[config.mk]
export PLATFORM = sky130hd
export DESIGN_NAME = adc_packet_receiver
export DESIGN_NICKNAME = d
export VERILOG_FILES = /design/src/rtl/adc_packet_receiver.sv
export SDC_FILE = /design/constraint.sdc
export NUM_CORES = 2
export LEC_CHECK = 0
export ABC_CLOCK_PERIOD_IN_PS = 8750
export CORE_UTILIZATION = 36
export DETAILED_ROUTE_END_ITERATION = 10
export GPL_TIMING_DRIVEN = 0
export PLACE_DENSITY = 0.56
export REMOVE_ABC_BUFFERS = 1
export SLEW_MARGIN = 20
export SYNTH_ARGS = -nofsm -noshare
export SYNTH_HDL_FRONTEND = slang
export SYNTH_SLANG_ARGS = --single-unit
[constraint.sdc]
create_clock -name CLK -period 8.75 [get_ports CLK]
set_input_delay 2.1875 -clock CLK [delete_from_list [all_inputs] [get_ports CLK]]
set_output_delay 2.1875 -clock CLK [all_outputs]
set_load 0.005 [all_outputs]
[src/rtl/adc_packet_receiver.sv]
// adc_packet_receiver
// Locks onto the free-running ADC packet stream (header, NWORDS payload words,
// footer), validates each footer, stores good frames in a two-bank ping-pong
// buffer and replays the payload on a valid/ready stream.
// Optional build macro ADC_PKT_SEQ_EN: prefix each emitted frame with a
// {16'h5EC0, seq} word, where seq counts every good footer (drops included).
module adc_packet_receiver #(
  parameter int          NWORDS = 24,
  parameter logic [31:0] HEADER = 32'hAAAAAAAA,
  parameter logic [31:0] FOOTER = 32'hF0F0F0F0,
  parameter int          CNT_W  = 16
) (
  input  logic             CLK,
  input  logic             RST,
  input  logic [31:0]      DATA_IN,
  output logic [31:0]      DOUT,
  output logic             DOUT_VALID,
  output logic             DOUT_LAST,
  input  logic             DOUT_READY,
  output logic             LOCKED,
  output logic [CNT_W-1:0] FRAME_CNT,
  output logic [CNT_W-1:0] ERR_CNT,
  output logic [CNT_W-1:0] DROP_CNT
);

  localparam int IW = $clog2(NWORDS);
  localparam int AW = $clog2(2 * NWORDS);
`ifdef ADC_PKT_SEQ_EN
  localparam int FRAME_LEN = NWORDS + 1;
`else
  localparam int FRAME_LEN = NWORDS;
`endif
  localparam int RW = $clog2(FRAME_LEN);

  localparam logic [IW-1:0] IDX_LAST = IW'(NWORDS - 1);
  localparam logic [RW-1:0] PTR_LAST = RW'(FRAME_LEN - 1);
  localparam logic [AW-1:0] BANK1_BASE = AW'(NWORDS);

  typedef enum logic [1:0] {
    S_HUNT    = 2'd0,
    S_PAYLOAD = 2'd1,
    S_FOOTER  = 2'd2
  } state_t;

  // Saturating increment for the status counters
  function automatic logic [CNT_W-1:0] sat_inc(input logic [CNT_W-1:0] v);
    return (&v) ? v : v + CNT_W'(1);
  endfunction

  // Write side state
  state_t         state_q, state_d;
  logic [IW-1:0]  idx_q, idx_d;
  logic           wr_bank_q, wr_bank_d;
  logic           scratch_q, scratch_d;
  logic [1:0]     full_q, full_d;
  logic           wr_en;
  logic [AW-1:0]  wr_addr;
  logic           footer_ok;
  logic           footer_bad;
  logic           commit;
  logic           drop;
  logic [1:0]     full_free;

  // Read side state
  logic [RW-1:0]  rd_ptr_q, rd_ptr_d;
  logic           rd_bank_q, rd_bank_d;
  logic [31:0]    dout_q, dout_d;
  logic           valid_q, valid_d;
  logic           last_q, last_d;
  logic           load;
  logic [1:0]     rd_free;
  logic [RW-1:0]  rd_idx;
  logic [AW-1:0]  rd_addr;
  logic [31:0]    rd_word;

  // Status
  logic             locked_q, locked_d;
  logic [CNT_W-1:0] frame_cnt_q, frame_cnt_d;
  logic [CNT_W-1:0] err_cnt_q, err_cnt_d;
  logic [CNT_W-1:0] drop_cnt_q, drop_cnt_d;

  // Frame storage: bank 0 at [0, NWORDS), bank 1 at [NWORDS, 2*NWORDS)
  logic [31:0] mem_q [2*NWORDS];

`ifdef ADC_PKT_SEQ_EN
  logic [15:0] seq_q;
  logic [15:0] bank_seq_q [2];
`endif

  // A bank being released by the reader this cycle already counts as free
  assign full_free = full_q & ~rd_free;

  // Write FSM next-state: hunt for header, capture payload, check footer
  always_comb begin
    state_d    = state_q;
    idx_d      = idx_q;
    scratch_d  = scratch_q;
    wr_en      = 1'b0;
    footer_ok  = 1'b0;
    footer_bad = 1'b0;
    unique case (state_q)
      S_HUNT: begin
        if (DATA_IN == HEADER) begin
          state_d   = S_PAYLOAD;
          idx_d     = '0;
          // A still-occupied target bank diverts the frame to scratch
          scratch_d = full_free[wr_bank_q];
        end
      end
      S_PAYLOAD: begin
        wr_en = ~scratch_q;
        idx_d = idx_q + IW'(1);
        if (idx_q == IDX_LAST) begin
          state_d = S_FOOTER;
        end
      end
      S_FOOTER: begin
        state_d = S_HUNT;
        if (DATA_IN == FOOTER) begin
          footer_ok = 1'b1;
        end else begin
          footer_bad = 1'b1;
        end
      end
      default: begin
        state_d = S_HUNT;
      end
    endcase
  end

  assign commit  = footer_ok & ~scratch_q & ~full_free[wr_bank_q];
  assign drop    = footer_ok & ~commit;
  assign wr_addr = AW'(idx_q) + (wr_bank_q ? BANK1_BASE : AW'(0));

  // Bank bookkeeping: reader releases, writer commits and flips banks
  always_comb begin
    full_d    = full_free;
    wr_bank_d = wr_bank_q;
    if (commit) begin
      full_d[wr_bank_q] = 1'b1;
      wr_bank_d         = ~wr_bank_q;
    end
  end

  // Write FSM and bank state registers
  always_ff @(posedge CLK) begin
    if (RST) begin
      state_q   <= S_HUNT;
      idx_q     <= '0;
      scratch_q <= 1'b0;
      wr_bank_q <= 1'b0;
      full_q    <= '0;
    end else begin
      state_q   <= state_d;
      idx_q     <= idx_d;
      scratch_q <= scratch_d;
      wr_bank_q <= wr_bank_d;
      full_q    <= full_d;
    end
  end

  // Payload storage write
  always_ff @(posedge CLK) begin
    if (wr_en) begin
      mem_q[wr_addr] <= DATA_IN;
    end
  end

`ifdef ADC_PKT_SEQ_EN
  // Sequence number advances on every good footer, committed or dropped
  always_ff @(posedge CLK) begin
    if (RST) begin
      seq_q <= '0;
    end else if (footer_ok) begin
      seq_q <= seq_q + 16'd1;
    end
  end

  // Sequence number travels with the bank it was committed to
  always_ff @(posedge CLK) begin
    if (commit) begin
      bank_seq_q[wr_bank_q] <= seq_q;
    end
  end
`endif

  // Read address: with the prefix word, pointer 0 is the prefix
  always_comb begin
`ifdef ADC_PKT_SEQ_EN
    rd_idx = (rd_ptr_q == '0) ? '0 : rd_ptr_q - RW'(1);
`else
    rd_idx = rd_ptr_q;
`endif
    rd_addr = AW'(rd_idx) + (rd_bank_q ? BANK1_BASE : AW'(0));
  end

  // Select the next outgoing word from storage (or the prefix)
  always_comb begin
    rd_word = mem_q[rd_addr];
`ifdef ADC_PKT_SEQ_EN
    if (rd_ptr_q == '0) begin
      rd_word = {16'h5EC0, bank_seq_q[rd_bank_q]};
    end
`endif
  end

  // Output stage may advance when empty or when the current word transfers
  always_comb begin
    load     = (~valid_q | DOUT_READY) & full_q[rd_bank_q];
    rd_free  = 2'b00;
    rd_ptr_d = rd_ptr_q;
    rd_bank_d = rd_bank_q;
    dout_d   = dout_q;
    valid_d  = valid_q;
    last_d   = last_q;
    if (load) begin
      dout_d  = rd_word;
      valid_d = 1'b1;
      last_d  = (rd_ptr_q == PTR_LAST);
      if (rd_ptr_q == PTR_LAST) begin
        rd_ptr_d           = '0;
        rd_bank_d          = ~rd_bank_q;
        rd_free[rd_bank_q] = 1'b1;
      end else begin
        rd_ptr_d = rd_ptr_q + RW'(1);
      end
    end else if (DOUT_READY) begin
      valid_d = 1'b0;
      last_d  = 1'b0;
    end
  end

  // Read-side registers
  always_ff @(posedge CLK) begin
    if (RST) begin
      rd_ptr_q  <= '0;
      rd_bank_q <= 1'b0;
      dout_q    <= '0;
      valid_q   <= 1'b0;
      last_q    <= 1'b0;
    end else begin
      rd_ptr_q  <= rd_ptr_d;
      rd_bank_q <= rd_bank_d;
      dout_q    <= dout_d;
      valid_q   <= valid_d;
      last_q    <= last_d;
    end
  end

  // Status next-state: lock flag and saturating counters
  always_comb begin
    locked_d    = locked_q;
    frame_cnt_d = frame_cnt_q;
    err_cnt_d   = err_cnt_q;
    drop_cnt_d  = drop_cnt_q;
    if (footer_ok) begin
      locked_d = 1'b1;
    end else if (footer_bad) begin
      locked_d = 1'b0;
    end
    if (commit) begin
      frame_cnt_d = sat_inc(frame_cnt_q);
    end
    if (drop) begin
      drop_cnt_d = sat_inc(drop_cnt_q);
    end
    if (footer_bad) begin
      err_cnt_d = sat_inc(err_cnt_q);
    end
  end

  // Status registers
  always_ff @(posedge CLK) begin
    if (RST) begin
      locked_q    <= 1'b0;
      frame_cnt_q <= '0;
      err_cnt_q   <= '0;
      drop_cnt_q  <= '0;
    end else begin
      locked_q    <= locked_d;
      frame_cnt_q <= frame_cnt_d;
      err_cnt_q   <= err_cnt_d;
      drop_cnt_q  <= drop_cnt_d;
    end
  end

  assign DOUT       = dout_q;
  assign DOUT_VALID = valid_q;
  assign DOUT_LAST  = last_q;
  assign LOCKED     = locked_q;
  assign FRAME_CNT  = frame_cnt_q;
  assign ERR_CNT    = err_cnt_q;
  assign DROP_CNT   = drop_cnt_q;

endmodule

==> run_results.csv <==
group,metric,value,unit
clock_network,clk_pin_slew,60,ps
min_path,hold_depth,2,
placed_design,dpl.cell_count,5598,
pwr,p_leak,0.0226,uW
cells_and_area,register_area,0.0481,sq mm
worst_setup_path,critPathKind,"in2reg",
logic_synthesis,synthFlopType,"edfxtp_1",
worst_setup_path,r2r-start,"rd_idx[0]$_SDFFE_PP0P_",
cells_and_area,layout-area-overhead-vs-synth,19.7,%
logic_synthesis,ys_top_cells_by_area,"edfxtp_1 (73%), mux4_2 (12%), dfxtp_1 (3.2%)",
timing,rsz0062_at_grt,"no",
worst_setup_path,worstPathMaxFanout,37,
logic_synthesis,async_flop_share,0,%
timing,period_share,60.0,%
cells_and_area,mostFrequentLayoutCells,"edfxtp_1 (1,536), mux4_2 (327), clkbuf_16 (170), nand2_1 (136), nor2_1 (111)",
clock_network,root_buffer,"clkbuf_16",
floorplanning,die_h,420,um
logic_synthesis,syn_inst,3183,
worst_setup_path,rr_endpoint,"DOUT[31]$_SDFFE_PP0P_",
floorplanning,die_x,420,um
route,vias,31357,
global_routing,grt_max_degree,60,
timing,finalHoldViolations,0,
timing,report.final.setup_viol,0,
clock_network,cts_tree,"done",
clock_network,cts_resized,0,
min_path,whs_endpoint,"idx_q[4]$_SDFFE_PP0P_",
global_routing,grt_pass1_wl,225000,um
route,wl_met3,7740,um
route,topRoutingLayerUsed,"met5",
global_routing,grt_pass1_vias,31941,
logic_synthesis,syn_area,0.0630,sq mm
logic_synthesis,syn_area_per_cell,19.8,sq um
logic_synthesis,ys_seq_elements,1636,
global_routing,grt_remaining_overflow,0,
route,wl_met1,66900,um
timing,skew,36.9,ps
route,viasPerCell,5.31,
route,wire_per_inst,26.2,um
placed_design,post-dp-hpwl,97600,um
clock_network,post_cts_buffers,0,
floorplanning,num_io_pins,118,
floorplanning,dieArea,0.177,sq mm
cells_and_area,fillerInstances,14995,
min_path,min_from,"idx_q[4]$_SDFFE_PP0P_",
timing,fmax,191,MHz
clock_network,htree_num_levels,4,
timing,slew_headroom,27.8,%
route,dr.pass1.iters,5,
route,wl_met2,76200,um
route,antenna_left,0,
clock_network,clock_sinks,1636,
placed_design,portBuffers,117,
timing,min_period,5250,ps
worst_setup_path,reg2reg_depth,10,
clock_network,holdBufCountCts,0,
route,drc,0,
cells_and_area,utilization,43.4,%
cells_and_area,num-nets-final,3485,
worst_setup_path,crit_arrival,5940,ps
logic_synthesis,synth_top_area_share,73.2,%
pwr,p_per_area,210,mW/mm^2
min_path,hold_class,"reg2reg",
floorplanning,start_util,36.3,%
logic_synthesis,yosysTopAreaCell,"edfxtp_1",
worst_setup_path,critPathCaptureType,"flip-flop",
worst_setup_path,reg2reg_slack,4790,ps
floorplanning,std_cell_rows,153,
logic_synthesis,synth_cell_types,52,
cells_and_area,final_common_cell,"edfxtp_1",
pwr,peakVddDrop,0.000146,V
worst_setup_path,required,9450,ps
cells_and_area,drive_gt1_share,24.4,%
cells_and_area,multi_input_area,0.0146,sq mm
route,drt_iter0_markers,3172,
timing,tightest_slew,1080,ps
global_routing,grt_usage,17.6,%
cells_and_area,fin_cells,5900,
clock_network,cts_buffers,166,
logic_synthesis,ys_seq_area_share,76.4,%
floorplanning,fp.coreArea,0.174,sq mm
clock_network,cts_buffer_depth,3,
job,drv_cap,0,
timing,maxSlewViolCount,0,
logic_synthesis,ys_warn_count,0,
clock_network,clk_latency,780,ps
logic_synthesis,synth_edf_count,1536,
global_routing,antenna_found_initial,3,
timing,finalSetupTns,0,ps
run_status,status,"complete, no violations",
route,routed_wl,155000,um
placed_design,gp_congestion,0.751,
worst_setup_path,startpoint_type,"input port",
[critical path, cell delays in order]
cell      delay (ps)
buf_2            240
buf_12           240
nor4bb_1         430
nand4_1          690
nor3_2           930
nand4_1          460
or4_1            520
a21oi_1          150
[per-layer routing]
metal / track usage (%) / up-vias
li1: - / 13610
met1: 23.7 / 16617
met2: 29.1 / 919
met3: 2.82 / 209
met4: 5.33 / 2
met5: 0 / -
[worst max-delay path by stage]
| stage | startpoint | to | depth (start not counted) |
|---|---|---|---|
| after global routing | DATA_IN[5] | DROP_CNT[12]$_SDFFE_PP0P_ | 8 |
| after floorplan | rd_idx[0]$_SDFFE_PP0P_ | DOUT[14]$_SDFFE_PP0P_ | 5 |
| final | DATA_IN[5] | DROP_CNT[12]$_SDFFE_PP0P_ | 8 |
| after global placement | rd_idx[0]$_SDFFE_PP0P_ | DOUT[30]$_SDFFE_PP0P_ | 5 |
| after detailed placement | DATA_IN[5] | DROP_CNT[12]$_SDFFE_PP0P_ | 8 |
| after CTS | DATA_IN[5] | DROP_CNT[12]$_SDFFE_PP0P_ | 8 |
[cell families after synthesis]
| group | synth area share, % |
|---|---|
| compound gates | 2.74 |
| fa+ha+maj | 0.202 |
| mux | 14.4 |
| flops | 76.4 |
| xor+xnor | 0.542 |
| simple gates | 4.53 |
| buf+inv | 1.27 |
[sequential cells by signal, summed over array words and instances (netlist names), 2 cells and up]
signal and cells:
FRAME_CNT 16, mem_q 1536, ERR_CNT 16, DROP_CNT 16, state_q 2, rd_idx 5, DOUT 32, full_q 2
idx_q 5
[per-stage QoR]
step | area (sq um) | total power, uW | hold WS [ps] | setup WS, ps
floorplan | 62300 | 8720 | 451 | -9830
global placement | 66300 | 8870 | 473 | -24230
detailed placement | 70000 | 8890 | 481 | 2840
CTS | 75400 | 16000 | 491 | 3670
global route | 75400 | 16200 | 512 | 3250
finish | 75400 | 15800 | 490 | 3500
[report_power, final]
group          total (uW)  switching [uW]  internal [uW]
clock network        7100            2980           4120
logic                 176             137           38.9
registers            8540    0.0000000132           8540
total               15800            3120          12700
[cells in the mapped netlist (all sizes together) (2+ instances only)]
| master | count |
|---|---|
| mux2 | 60 |
| or2 | 5 |
| ha | 7 |
| inv | 10 |
| nand2b | 9 |
| and4 | 3 |
| a211oi | 24 |
| nor2b | 50 |
| nand2 | 136 |
| o31ai | 2 |
| and3 | 9 |
| fa | 2 |
| nor4 | 47 |
| nand3b | 5 |
| nand4 | 22 |
| clkbuf | 90 |
| nand3 | 45 |
| xnor2 | 23 |
| nor4bb | 10 |
| and2 | 6 |
| o2111ai | 16 |
| nor2 | 163 |
| a31oi | 2 |
| o21ai | 9 |
| a311oi | 2 |
| a221o | 16 |
| buf | 87 |
| dfxtp | 100 |
| nor3 | 46 |
| xor2 | 16 |
| a21oi | 52 |
| or3b | 4 |
| or4 | 7 |
| edfxtp | 1536 |
| or3 | 6 |
| o22ai | 25 |
| mux2i | 101 |
| a22oi | 96 |
| mux4 | 327 |
[area by class of cell]
cell class                      count  area share (%)
Clock inverter                     88            1.29
Antenna cell                        2         0.00663
Inverter                           10          0.0498
Multi-Input combinational cell   1360            19.3
Clock buffer                      212            5.91
Tap cell                         2325            3.86
Timing Repair Buffer              267            5.79
Sequential cell                  1636            63.8
Power figures use the tool's default switching activity.
